[src/rtl/pipe_stall_ctrl.sv]
// Stall/flush scheduler for the 5-stage pipeline: load-use bubbles, branch flush, data-memory req/ack freeze.
// Optional DMEM_TIMEOUT_EN adds a MEM_WAIT watchdog with a sticky error state.
module pipe_stall_ctrl #(
  parameter int TIMEOUT_CYC = 255,
  parameter int CNT_W       = 8
) (
  input  logic        clk_i,
  input  logic        rst_i,
  input  logic        IDEX_MemRead_i,
  input  logic [4:0]  IDEX_RTaddr_i,
  input  logic [4:0]  IFID_RSaddr_i,
  input  logic [4:0]  IFID_RTaddr_i,
  input  logic        Branch_taken_i,
  input  logic        EXMEM_MemAccess_i,
  input  logic        dmem_ack_i,
  output logic        dmem_req_o,
  output logic        PC_write_o,
  output logic        IFID_write_o,
  output logic        IFID_flush_o,
  output logic        IDEX_write_o,
  output logic        IDEX_bubble_o,
  output logic        EXMEM_write_o,
  output logic        MEMWB_bubble_o,
  output logic [15:0] stall_cnt_o,
  output logic        err_o
);

`ifdef DMEM_TIMEOUT_EN
  typedef enum logic [1:0] {RUN = 2'd0, MEM_WAIT = 2'd1, ERROR = 2'd2} state_t;
`else
  typedef enum logic [1:0] {RUN = 2'd0, MEM_WAIT = 2'd1} state_t;
`endif

  state_t      state_reg, state_next;
  logic        mem_stall;
  logic        lu_hazard;
  logic        to_expire;
  logic [15:0] stall_cnt_reg;

  assign lu_hazard = IDEX_MemRead_i && (IDEX_RTaddr_i != 5'd0) &&
                     ((IDEX_RTaddr_i == IFID_RSaddr_i) || (IDEX_RTaddr_i == IFID_RTaddr_i));

  // Request depends only on the state register so it never glitches with inputs.
  assign dmem_req_o = (state_reg == MEM_WAIT);

`ifdef DMEM_TIMEOUT_EN
  logic [CNT_W-1:0] to_cnt_reg;
  logic             err_reg;

  assign to_expire = (state_reg == MEM_WAIT) && !dmem_ack_i &&
                     (to_cnt_reg == CNT_W'(TIMEOUT_CYC - 1));

  always_ff @(posedge clk_i or posedge rst_i) begin
    if (rst_i) begin
      to_cnt_reg <= '0;
      err_reg    <= 1'b0;
    end else begin
      if (state_reg == RUN && EXMEM_MemAccess_i)
        to_cnt_reg <= '0;
      else if (state_reg == MEM_WAIT && !dmem_ack_i)
        to_cnt_reg <= to_cnt_reg + 1'b1;
      if (to_expire)
        err_reg <= 1'b1;
    end
  end

  assign err_o = err_reg;
`else
  // Watchdog parameters only matter with the timeout build; keep the range check visible here.
  localparam bit CFG_OK = (TIMEOUT_CYC < (1 << CNT_W));
  assign to_expire = 1'b0;
  assign err_o     = CFG_OK ? 1'b0 : 1'b0;
`endif

  always_ff @(posedge clk_i or posedge rst_i) begin
    if (rst_i)
      state_reg <= RUN;
    else
      state_reg <= state_next;
  end

  always_comb begin
    state_next     = state_reg;
    mem_stall      = 1'b0;
    PC_write_o     = 1'b1;
    IFID_write_o   = 1'b1;
    IFID_flush_o   = 1'b0;
    IDEX_write_o   = 1'b1;
    IDEX_bubble_o  = 1'b0;
    EXMEM_write_o  = 1'b1;
    MEMWB_bubble_o = 1'b0;

    case (state_reg)
      RUN: begin
        if (EXMEM_MemAccess_i) begin
          state_next = MEM_WAIT;
          mem_stall  = 1'b1;
        end
      end
      MEM_WAIT: begin
        if (dmem_ack_i) begin
          state_next = RUN;
        end else begin
          mem_stall = 1'b1;
`ifdef DMEM_TIMEOUT_EN
          if (to_expire)
            state_next = ERROR;
`endif
        end
      end
`ifdef DMEM_TIMEOUT_EN
      ERROR: begin
        mem_stall = 1'b1;
      end
`endif
      default: begin
        state_next = RUN;
      end
    endcase

    // Memory freeze dominates; a load-use bubble holds any pending branch in ID.
    if (mem_stall) begin
      PC_write_o     = 1'b0;
      IFID_write_o   = 1'b0;
      IDEX_write_o   = 1'b0;
      EXMEM_write_o  = 1'b0;
      MEMWB_bubble_o = 1'b1;
    end else if (lu_hazard) begin
      PC_write_o     = 1'b0;
      IFID_write_o   = 1'b0;
      IDEX_bubble_o  = 1'b1;
    end else if (Branch_taken_i) begin
      IFID_flush_o   = 1'b1;
    end
  end

  always_ff @(posedge clk_i or posedge rst_i) begin
    if (rst_i)
      stall_cnt_reg <= 16'd0;
    else if (!PC_write_o && stall_cnt_reg != 16'hFFFF)
      stall_cnt_reg <= stall_cnt_reg + 16'd1;
  end

  assign stall_cnt_o = stall_cnt_reg;

endmodule

[config.mk]
export PLATFORM = sky130hd
export DESIGN_NAME = pipe_stall_ctrl
export DESIGN_NICKNAME = d
export VERILOG_FILES = /design/src/rtl/pipe_stall_ctrl.sv
export SDC_FILE = /design/constraint.sdc
export NUM_CORES = 1
export LEC_CHECK = 0
export ABC_AREA = 1
export ABC_CLOCK_PERIOD_IN_PS = 1950
export BUFFER_PORTS_ARGS = -buffer_cell sky130_fd_sc_hd__buf_2
export CORE_ASPECT_RATIO = 1.2
export CORE_MARGIN = 2
export CORE_UTILIZATION = 41
export CTS_CLUSTER_DIAMETER = 120
export DETAILED_ROUTE_END_ITERATION = 6
export GPL_TIMING_DRIVEN = 0
export PLACE_DENSITY = 0.69
export SYNTH_ARGS = -nofsm -noshare
export SYNTH_HDL_FRONTEND = slang
export SYNTH_SLANG_ARGS = --single-unit
export TNS_END_PERCENT = 10
[constraint.sdc]
create_clock -name clk_i -period 1.95 [get_ports clk_i]
set_clock_uncertainty 0.1 [all_clocks]
set_input_delay 0.195 -clock clk_i [delete_from_list [all_inputs] [get_ports clk_i]]
set_output_delay 0.195 -clock clk_i [all_outputs]
set_load 0.005 [all_outputs]
# Yosys cells after proc, flatten, opt, wreduce, memory -nomap -nowiden
# Index checks and enable logic that the tools add are counted.
# word_totals
ff_bits,18
in_bits,21
output_inout_bits,25
word_cells,32
# classes
add_sub_neg,1
eq_ne,6
n_mux,15
reduce_logical,8
# ops
cell,n
adder 16 x 1 -> 16 bit (second input constant),1
!= test 16 bit (second input constant),1
2-to-1 mux 1 bit,11
== test 5 bit,2
nonzero test 5 bit,1
2-to-1 mux 2 bit,2
!= test 2 bit (second input constant),2
one-hot mux 2 bit (2 select lines),1
logical AND 1 bit,3
== test 2 x 1 -> 1 bit (second input constant),1
zero test 2 bit,1
one-hot mux 1 bit (2 select lines),1
AND reduction 2 bit,1
zero test 1 bit,1
logical OR 1 bit,1

# Longest topological paths before layout
# Gate-level depths: netlist of run 1.
# depth
ltp_word,7
depth_mapped,12

# Least setup slack after synthesis of run 1
# Ideal clock, no wire load.
# synth_timing
kind,reg2reg
from,reg stall_cnt_reg[0] (netlist: stall_cnt_o[0])
to,reg stall_cnt_reg[0] (netlist: stall_cnt_o[0])
setup_time_ps,117
arrival_time_ps,1422
required_ps,1733
slack_ps,311
stages_incl_launch_ff,10
path_buffers,1
synth_period_minus_slack_ps,1639
path_cell_list,dfrtp_1 ha_1 nand3_1 nor2_2 nand2_1 nor2_2 nand2_2 buf_2 nand3_1 nand2_1
# synth_via
elab_chain_len,2
elab_cells_between_ends,3
cone_classes,add/sub: 1; eq/ne: 1; reduce/logical: 1
# synth_rtl
item,line,source
from (decl),38,logic [15:0] stall_cnt_reg;
from (signal assigned),141,stall_cnt_reg <= stall_cnt_reg + 16'd1;
"parallel branches: the longest is 2 deep, another holds adder 16 x 1 -> 16 bit",--,
# Parallel ways; which one is timed is not known.
# A chain may end at the register's enable or synchronous reset.

# Final worst setup path of run 1
# layout_timing
from,reg stall_cnt_reg[0] (netlist: stall_cnt_o[0])
to,reg stall_cnt_reg[8] (netlist: stall_cnt_o[8])
# Same word-level chain as after synthesis.

==> impl_results.md, run 1 <==
* Main combinational cell family by area after synthesis: simple AND/OR/NAND/NOR gates
* Clock Latency Late Sink at 0.29 ns
* Core ar. at 2838 µm²
* Initial Util at 0.4392
* Via count at 1329
* Yosys warnings at 0
* Async S/R FF share, synth at 1.000
* Max reg flops at 16
* DIE HEIGHT at about 64 µm
* Die W at 54.33 µm
* Initial drt markers at 34
* Fin util at 0.5683
* Synth Area in Adders at 0.01004
* CTS Sinks at 17
* Post-Syn Instances at 193
* WP data arrival at 1.90 ns
* Nets at 269
* Fmax at 553.2 MHz
* Remaining DRCs at 0
* Die ar. at approximately 3500 µm²
* Post-synthesis compound-gate area fraction at 0.01205
* Mux share of post-synthesis cell area at 0
* Dominant synthesized flop cell: dfrtp_1
* CTS tree: yes
* Rows at 21
* Area growth, synth to finish at 29.42%
* Vias in the first global route at 1189
* Share of cells above drive strength 1 at 0.2927
* Antenna-violating nets left at 0
* Largest net degree at the start of global routing at 18
* Ant. Diodes at 0
* DR WL/cell at between 10 and 15 µm
* Worst min path class: primary input to register
* Worst hold path depth at 3
* Mapped Nets at 215
* Synth cell count leaders: nand2_1 (73), inv_1 (29), nand3_1 (23)
* Simple-gate share of the synthesized area at 0.4187
* Yosys top cell area share at 0.3414
* Worst-path cell chain: ha_2, nand3_2, nor2_2, nand2_1, nor2_2, nand2_2, buf_4, nand3_1, nand2_1
* Post-synth EDFFs at 0
* Leading area contributor after synthesis: dfrtp_1
* Worst reg2reg path startpoint: stall_cnt_o[0]
* Worst r2r path cells at 9
* FF-to-FF End: stall_cnt_o[8]
* WL final at between 2000 and 3000 µm
* Max Fanout on Critical Path at 10
* HPWL after DPL at 2118 µm
* Max VDD drop at a little under 0.4 mV
* Max Cap Viol at 0
* Hold Fails Final Rpt at 0
* Dominant cells by area after synthesis: dfrtp_1 (34%), nand2_1 (22%), nand3_1 (9.2%)
* Relative slew slack at 0.5559
* Pwr dens at roughly 670 nW/µm²
* Minimum clock period at between 1.5 and 2 ns
* Synth unique cells at 20
* First-pass DRT Iterations at 4
* Seq/Total Area, Yosys at 0.3414
* Total GRT Usage at 0.1858
* Root Buffer: clkbuf_4
* Count leader, synth: nand2_1
* Port bufs at 44
* Grt total ovfl at 0
* Worst EP required at 2.04 ns
* CP max stage cell: dfrtp_1
* Dpl cell area at 1509 µm²
* Clock Path Buffers at 2
* #FFs+latches synth at 17
* R2R setup slack at 0.14 ns
* Clock-pin transition on the worst setup and hold timing paths at about 0.11 ns
* Fin Hold WS at 0.06478 ns
* Max incr delay on CP at 0.44 ns
* Worst slew pin tran at 0.6654 ns
* # setup viols final at 0
* Status: finished, final reports clean
* Post-Syn Area per Cell at 6.457 µm²
* RePlAce Congestion at 0.7695
* Hold Startpoint: EXMEM_MemAccess_i
* # IOs at 46
* Hold path endpoint: state_reg[0]
* Post-synthesis xor/xnor area fraction at 0.08434
* Initial antenna violation count at 0
* Final Cell Area at 1613 µm²
* Cell area after synthesis at 1246 µm²
* Lkg Pwr at 0.9371 nW
* Pins over their slew limit at 0
* First-pass GRT wire length at 4912 µm
* CP endpoint kind: register
* Fin crit share at 0.9270
* H-Tree Depth at 1
* Setup TNS at 0 ns
* Vias per inst at 4.746
* CP Launch Type: register
* Crit Path Class: register to register
* CTS buffer count at 3
final cells by class:
class	count	area, µm²
plain buffers	7	63.81
clock buffers	3	22.52
clock inverters	1	5.005
fillers	301	1225
inverters	29	108.9
multi-input cells	140	681.9
flip-flops and latches	17	425.4
well taps	34	42.54
repair buffers	49	262.8
where the power goes:
part | internal (W) | switching, W | total, W | leakage, nW
logic | 0.000195 | 0.000203 | 0.000398 | 0.692
registers | 0.000408 | 0.0000791 | 0.000487 | 0.228
clock network | 0.0000763 | 0.000117 | 0.000193 | 0.0177
cell usage in the layout, fill, tap and decap left out, types with 2 or more instances in the layout:
cell type	Yosys	routed
xnor2_1	5	5
clkbuf_4	0	3
nor2_2	3	4
nand4_1	2	2
nand2_1	73	71
nand2_2	3	4
buf_4	5	8
nor2_1	15	14
xor2_1	7	7
inv_1	29	28
dlygate4sd3_1	0	2
buf_2	1	44
nor3_1	2	2
nand3_1	23	22
dfrtp_1	17	17
per-layer routing:
layer,share of wire,track usage
met4,0.012,0.08125
met3,0.046,0.03271
met2,0.48,0.2937
met1,0.46,0.2402
met5,0,0
stage by stage:
stage | instances | setup slack [ns] | total power (W)
after floorplan | 193 | 0.3114 | 0.0007135
after global placement | 271 | 0.1089 | 0.0008456
after detailed placement | 271 | 0.09152 | 0.0008609
after CTS | 277 | 0.01827 | 0.001066
after global routing | 280 | -0.005547 | 0.001186
final | 280 | 0.1423 | 0.001079
critical path, delay by kind of cell, from the launching register on:
| kind | cells | cell delay, ns |
|---|---|---|
| simple gates | 7 | 0.72 |
| flops | 1 | 0.44 |
| fa+ha+maj | 1 | 0.24 |
| buf+inv | 1 | 0.20 |
worst max path at each step:
stage	start	end	slack, ns
after floorplan	stall_cnt_o[0]	stall_cnt_o[0]	0.31
after global placement	stall_cnt_o[0]	stall_cnt_o[12]	0.11
after detailed placement	stall_cnt_o[0]	stall_cnt_o[4]	0.09
after CTS	state_reg[0]	PC_write_o	0.02
after global routing	stall_cnt_o[0]	stall_cnt_o[8]	-0.006
final	stall_cnt_o[0]	stall_cnt_o[8]	0.14
kinds of logic after synthesis:
kind of cell | after synthesis
simple gates | 123
buf+inv | 36
flops | 17
xor+xnor | 12
compound gates | 3
fa+ha+maj | 1
other cells | 1
what timing repair did:
item                                    in CTS  in global routing
endpoints found under the setup margin       1                 18
pin swaps                                    0                  2
resized for setup                            2                 10
hold endpoints to repair                    18                  0
hold buffers                                 2                  0
buffers inserted                             0                  3
No activity file was read; power rests on OpenSTA's default activity.
==> run 2: changes to the inputs <==
--- a/config.mk
+++ b/config.mk
@@ -6,15 +6,14 @@
 export NUM_CORES = 1
 export LEC_CHECK = 0
 export ABC_AREA = 1
-export ABC_CLOCK_PERIOD_IN_PS = 1950
 export BUFFER_PORTS_ARGS = -buffer_cell sky130_fd_sc_hd__buf_2
 export CORE_ASPECT_RATIO = 1.2
 export CORE_MARGIN = 2
-export CORE_UTILIZATION = 41
+export CORE_UTILIZATION = 49
 export CTS_CLUSTER_DIAMETER = 120
 export DETAILED_ROUTE_END_ITERATION = 6
 export GPL_TIMING_DRIVEN = 0
-export PLACE_DENSITY = 0.69
+export PLACE_DENSITY = 0.8
 export SYNTH_ARGS = -nofsm -noshare
 export SYNTH_HDL_FRONTEND = slang
 export SYNTH_SLANG_ARGS = --single-unit
==> impl_results.md, run 2 (synthesis results as in run 1) <==
* WL final at 2647 µm (was 2850 µm)
* Die ar. at 2964 µm² (was 3499 µm²)
* Pwr dens at 663.8 nW/µm² (was 668.7 nW/µm²)
* Minimum clock period at 1.843 ns (was 1.808 ns)
* Fin crit share at 0.9449 (was 0.9270)
* Max Cap Viol at 0 (unchanged)
* Rows at 20 (was 21)
* Worst EP required at 2.05 ns (was 2.04 ns)
* Pins over their slew limit at 0 (unchanged)
* RePlAce Congestion at 0.8419 (was 0.7695)
* Area growth, synth to finish at 28.01% (was 29.42%)
* CP max stage cell: dfrtp_1 (unchanged)
* Vias in the first global route at 1108 (was 1189)
* Hold path endpoint: state_reg[0] (unchanged)
* Vias per inst at 4.634 (was 4.746)
* Worst hold path depth at 3 (unchanged)
* # setup viols final at 0 (unchanged)
* FF-to-FF End: stall_cnt_o[8] (unchanged)
* Die W at 50.04 µm (was 54.33 µm)
* Initial drt markers at 31 (was 34)
* WP data arrival at 1.94 ns (was 1.90 ns)
* Filler instances at 239 (was 301)
* CP Launch Type: register (unchanged)
* CTS Sinks at 17 (unchanged)
* Lkg Pwr at 0.9349 nW (was 0.9371 nW)
* Worst r2r path cells at 9 (unchanged)
* Via count at 1293 (was 1329)
* DIE HEIGHT at 59.25 µm (was 64.40 µm)
* Largest net degree at the start of global routing at 18 (unchanged)
* HPWL after DPL at 2064 µm (was 2118 µm)
* # IOs at 46 (unchanged)
* Dpl ws at 0.1082 ns (was 0.09152 ns)
* Worst-path cell chain: ha_1, nand3_1, nor2_2, nand2_1, nor2_2, nand2_2, buf_2, nand3_1, nand2_1 (was ha_2, nand3_2, nor2_2, nand2_1, nor2_2, nand2_2, buf_4, nand3_1, nand2_1)
* Crit Path Class: register to register (unchanged)
* Total GRT Usage at 0.1843 (was 0.1858)
* Initial Util at 0.5030 (was 0.4392)
* CP endpoint kind: register (unchanged)
* Critical Path Source: stall_cnt_o[0] (unchanged)
* Worst slew pin tran at 0.6589 ns (was 0.6654 ns)
* Fmax at 542.7 MHz (was 553.2 MHz)
* Clock Latency Late Sink at 0.29 ns (about the same)
* DR WL/cell at 9.487 µm (was 10.18 µm)
* Status: finished, final reports clean (unchanged)
* First-pass GRT wire length at 4257 µm (was 4912 µm)
* Port bufs at 44 (unchanged)
* Worst min path class: primary input to register (unchanged)
* Root Buffer: clkbuf_4 (unchanged)
* Antenna-violating nets left at 0 (unchanged)
* Hold Startpoint: EXMEM_MemAccess_i (unchanged)
* Critical path buffers and inverters at 1 (unchanged)
* Number of stages on the worst setup path at 9 (unchanged)
* Max incr delay on CP at 0.43 ns (was 0.44 ns)
* CTS tree: yes (unchanged)
* Clock-pin transition on the worst setup and hold timing paths at 0.10 ns (was 0.11 ns)
* Max Fanout on Critical Path at 10 (unchanged)
* Max reg flops at 16 (unchanged)
* Core ar. at 2477 µm² (was 2838 µm²)
* Max VDD drop at 0.4273 mV (was 0.3876 mV)
* Initial antenna violation count at 0 (unchanged)
* Remaining DRCs at 0 (unchanged)
* R2R setup slack at 0.11 ns (was 0.14 ns)
* Final worst setup slack at 0.1074 ns (was 0.1423 ns)
* Share of cells above drive strength 1 at 0.2805 (was 0.2927)
* Ant. Diodes at 0 (unchanged)
* Cell family with most CP delay: simple AND/OR/NAND/NOR gates (unchanged)
* Hold Fails Final Rpt at 0 (unchanged)
* Final Cell Area at 1595 µm² (was 1613 µm²)
* Relative slew slack at 0.5602 (was 0.5559)
* Clock Path Buffers at 2 (unchanged)
* Grt total ovfl at 0 (unchanged)
* First-pass DRT Iterations at 4 (unchanged)
* CTS buffer count at 3 (unchanged)
* Most common cell after layout, fill and taps aside: nand2_1 (unchanged)
* Dpl cell area at 1508 µm² (was 1509 µm²)
* Nets at 269 (unchanged)
* Worst reg2reg path startpoint: stall_cnt_o[0] (unchanged)
* Most frequent cells in the layout: nand2_1 (72), buf_2 (45), inv_1 (28), nand3_1 (23), dfrtp_1 (17) (was nand2_1 (71), buf_2 (44), inv_1 (28), nand3_1 (22), dfrtp_1 (17))
* H-Tree Depth at 1 (unchanged)
[run 2: cell counts in the layout (fill, tap and decap cells not counted)]
Identical to the previous run, type by type.
[run 2: worst reg2reg max path: stages, from the launching register on]
cell	delay, ns
dfrtp_1	0.43
ha_1	0.23
nand3_1	0.17
nor2_2	0.17
nand2_1	0.09
nor2_2	0.10
nand2_2	0.10
buf_2	0.21
nand3_1	0.10
nand2_1	0.05
[run 2: through the flow]
step | utilization | total power [W] | setup TNS, ns | std cells | hold slack (ns)
floorplan | - | 0.0007135 | 0 | 193 | 0.02107
global placement | 0.6086 | 0.0008429 | 0 | 270 | 0.2116
detailed placement | 0.6086 | 0.0008559 | 0 | 270 | 0.2181
CTS | 0.6303 | 0.001056 | 0 | 276 | 0.06200
global route | 0.6439 | 0.001139 | -0.06855 | 279 | 0.1024
finish | 0.6439 | 0.001059 | 0 | 279 | 0.05927
[run 2: area by class of cell]
cell class | instances | area, µm² | area share
multi-input cells | 140 | 671.9 | 0.4212
flip-flops and latches | 17 | 425.4 | 0.2667
repair buffers | 49 | 262.8 | 0.1647
inverters | 29 | 108.9 | 0.06824
plain buffers | 7 | 57.56 | 0.03608
well taps | 33 | 41.29 | 0.02588
clock buffers | 3 | 22.52 | 0.01412
clock inverters | 1 | 5.005 | 0.003137
[run 2: how the worst max path moves through the flow]
stage | slack [ns] | to
6_report | 0.11 | stall_cnt_o[8]
3_5_place_dp | 0.11 | stall_cnt_o[8]
2_1_floorplan | 0.31 | stall_cnt_o[0]
5_1_grt | -0.01 | stall_cnt_o[6]
3_3_place_gp | 0.13 | stall_cnt_o[8]
4_1_cts | 0.02 | PC_write_o
[run 2: what timing repair did]
action	in CTS	in global routing
hold endpoints to repair	18	0
hold buffers	2	0
setup buffers	0	3
pin swaps	0	2
resized for setup	2	4
endpoints found under the setup margin	1	17
[run 2: per-layer routing]
layer,global-route usage,vias to the layer above,wire length (µm),share of wire
met4,0.08333,0,48,0.018
met2,0.3628,24,1397,0.53
met1,0.1930,578,1112,0.42
met5,0,-,0,0
met3,0.02020,5,89,0.034
li1,-,686,-,-
[run 2: power by group]
part	internal, W	total [W]	switching, W
logic	0.000188	0.000383	0.000195
registers	0.000408	0.000481	0.0000727
clock network	0.0000763	0.000195	0.000118
total	0.000673	0.00106	0.000386
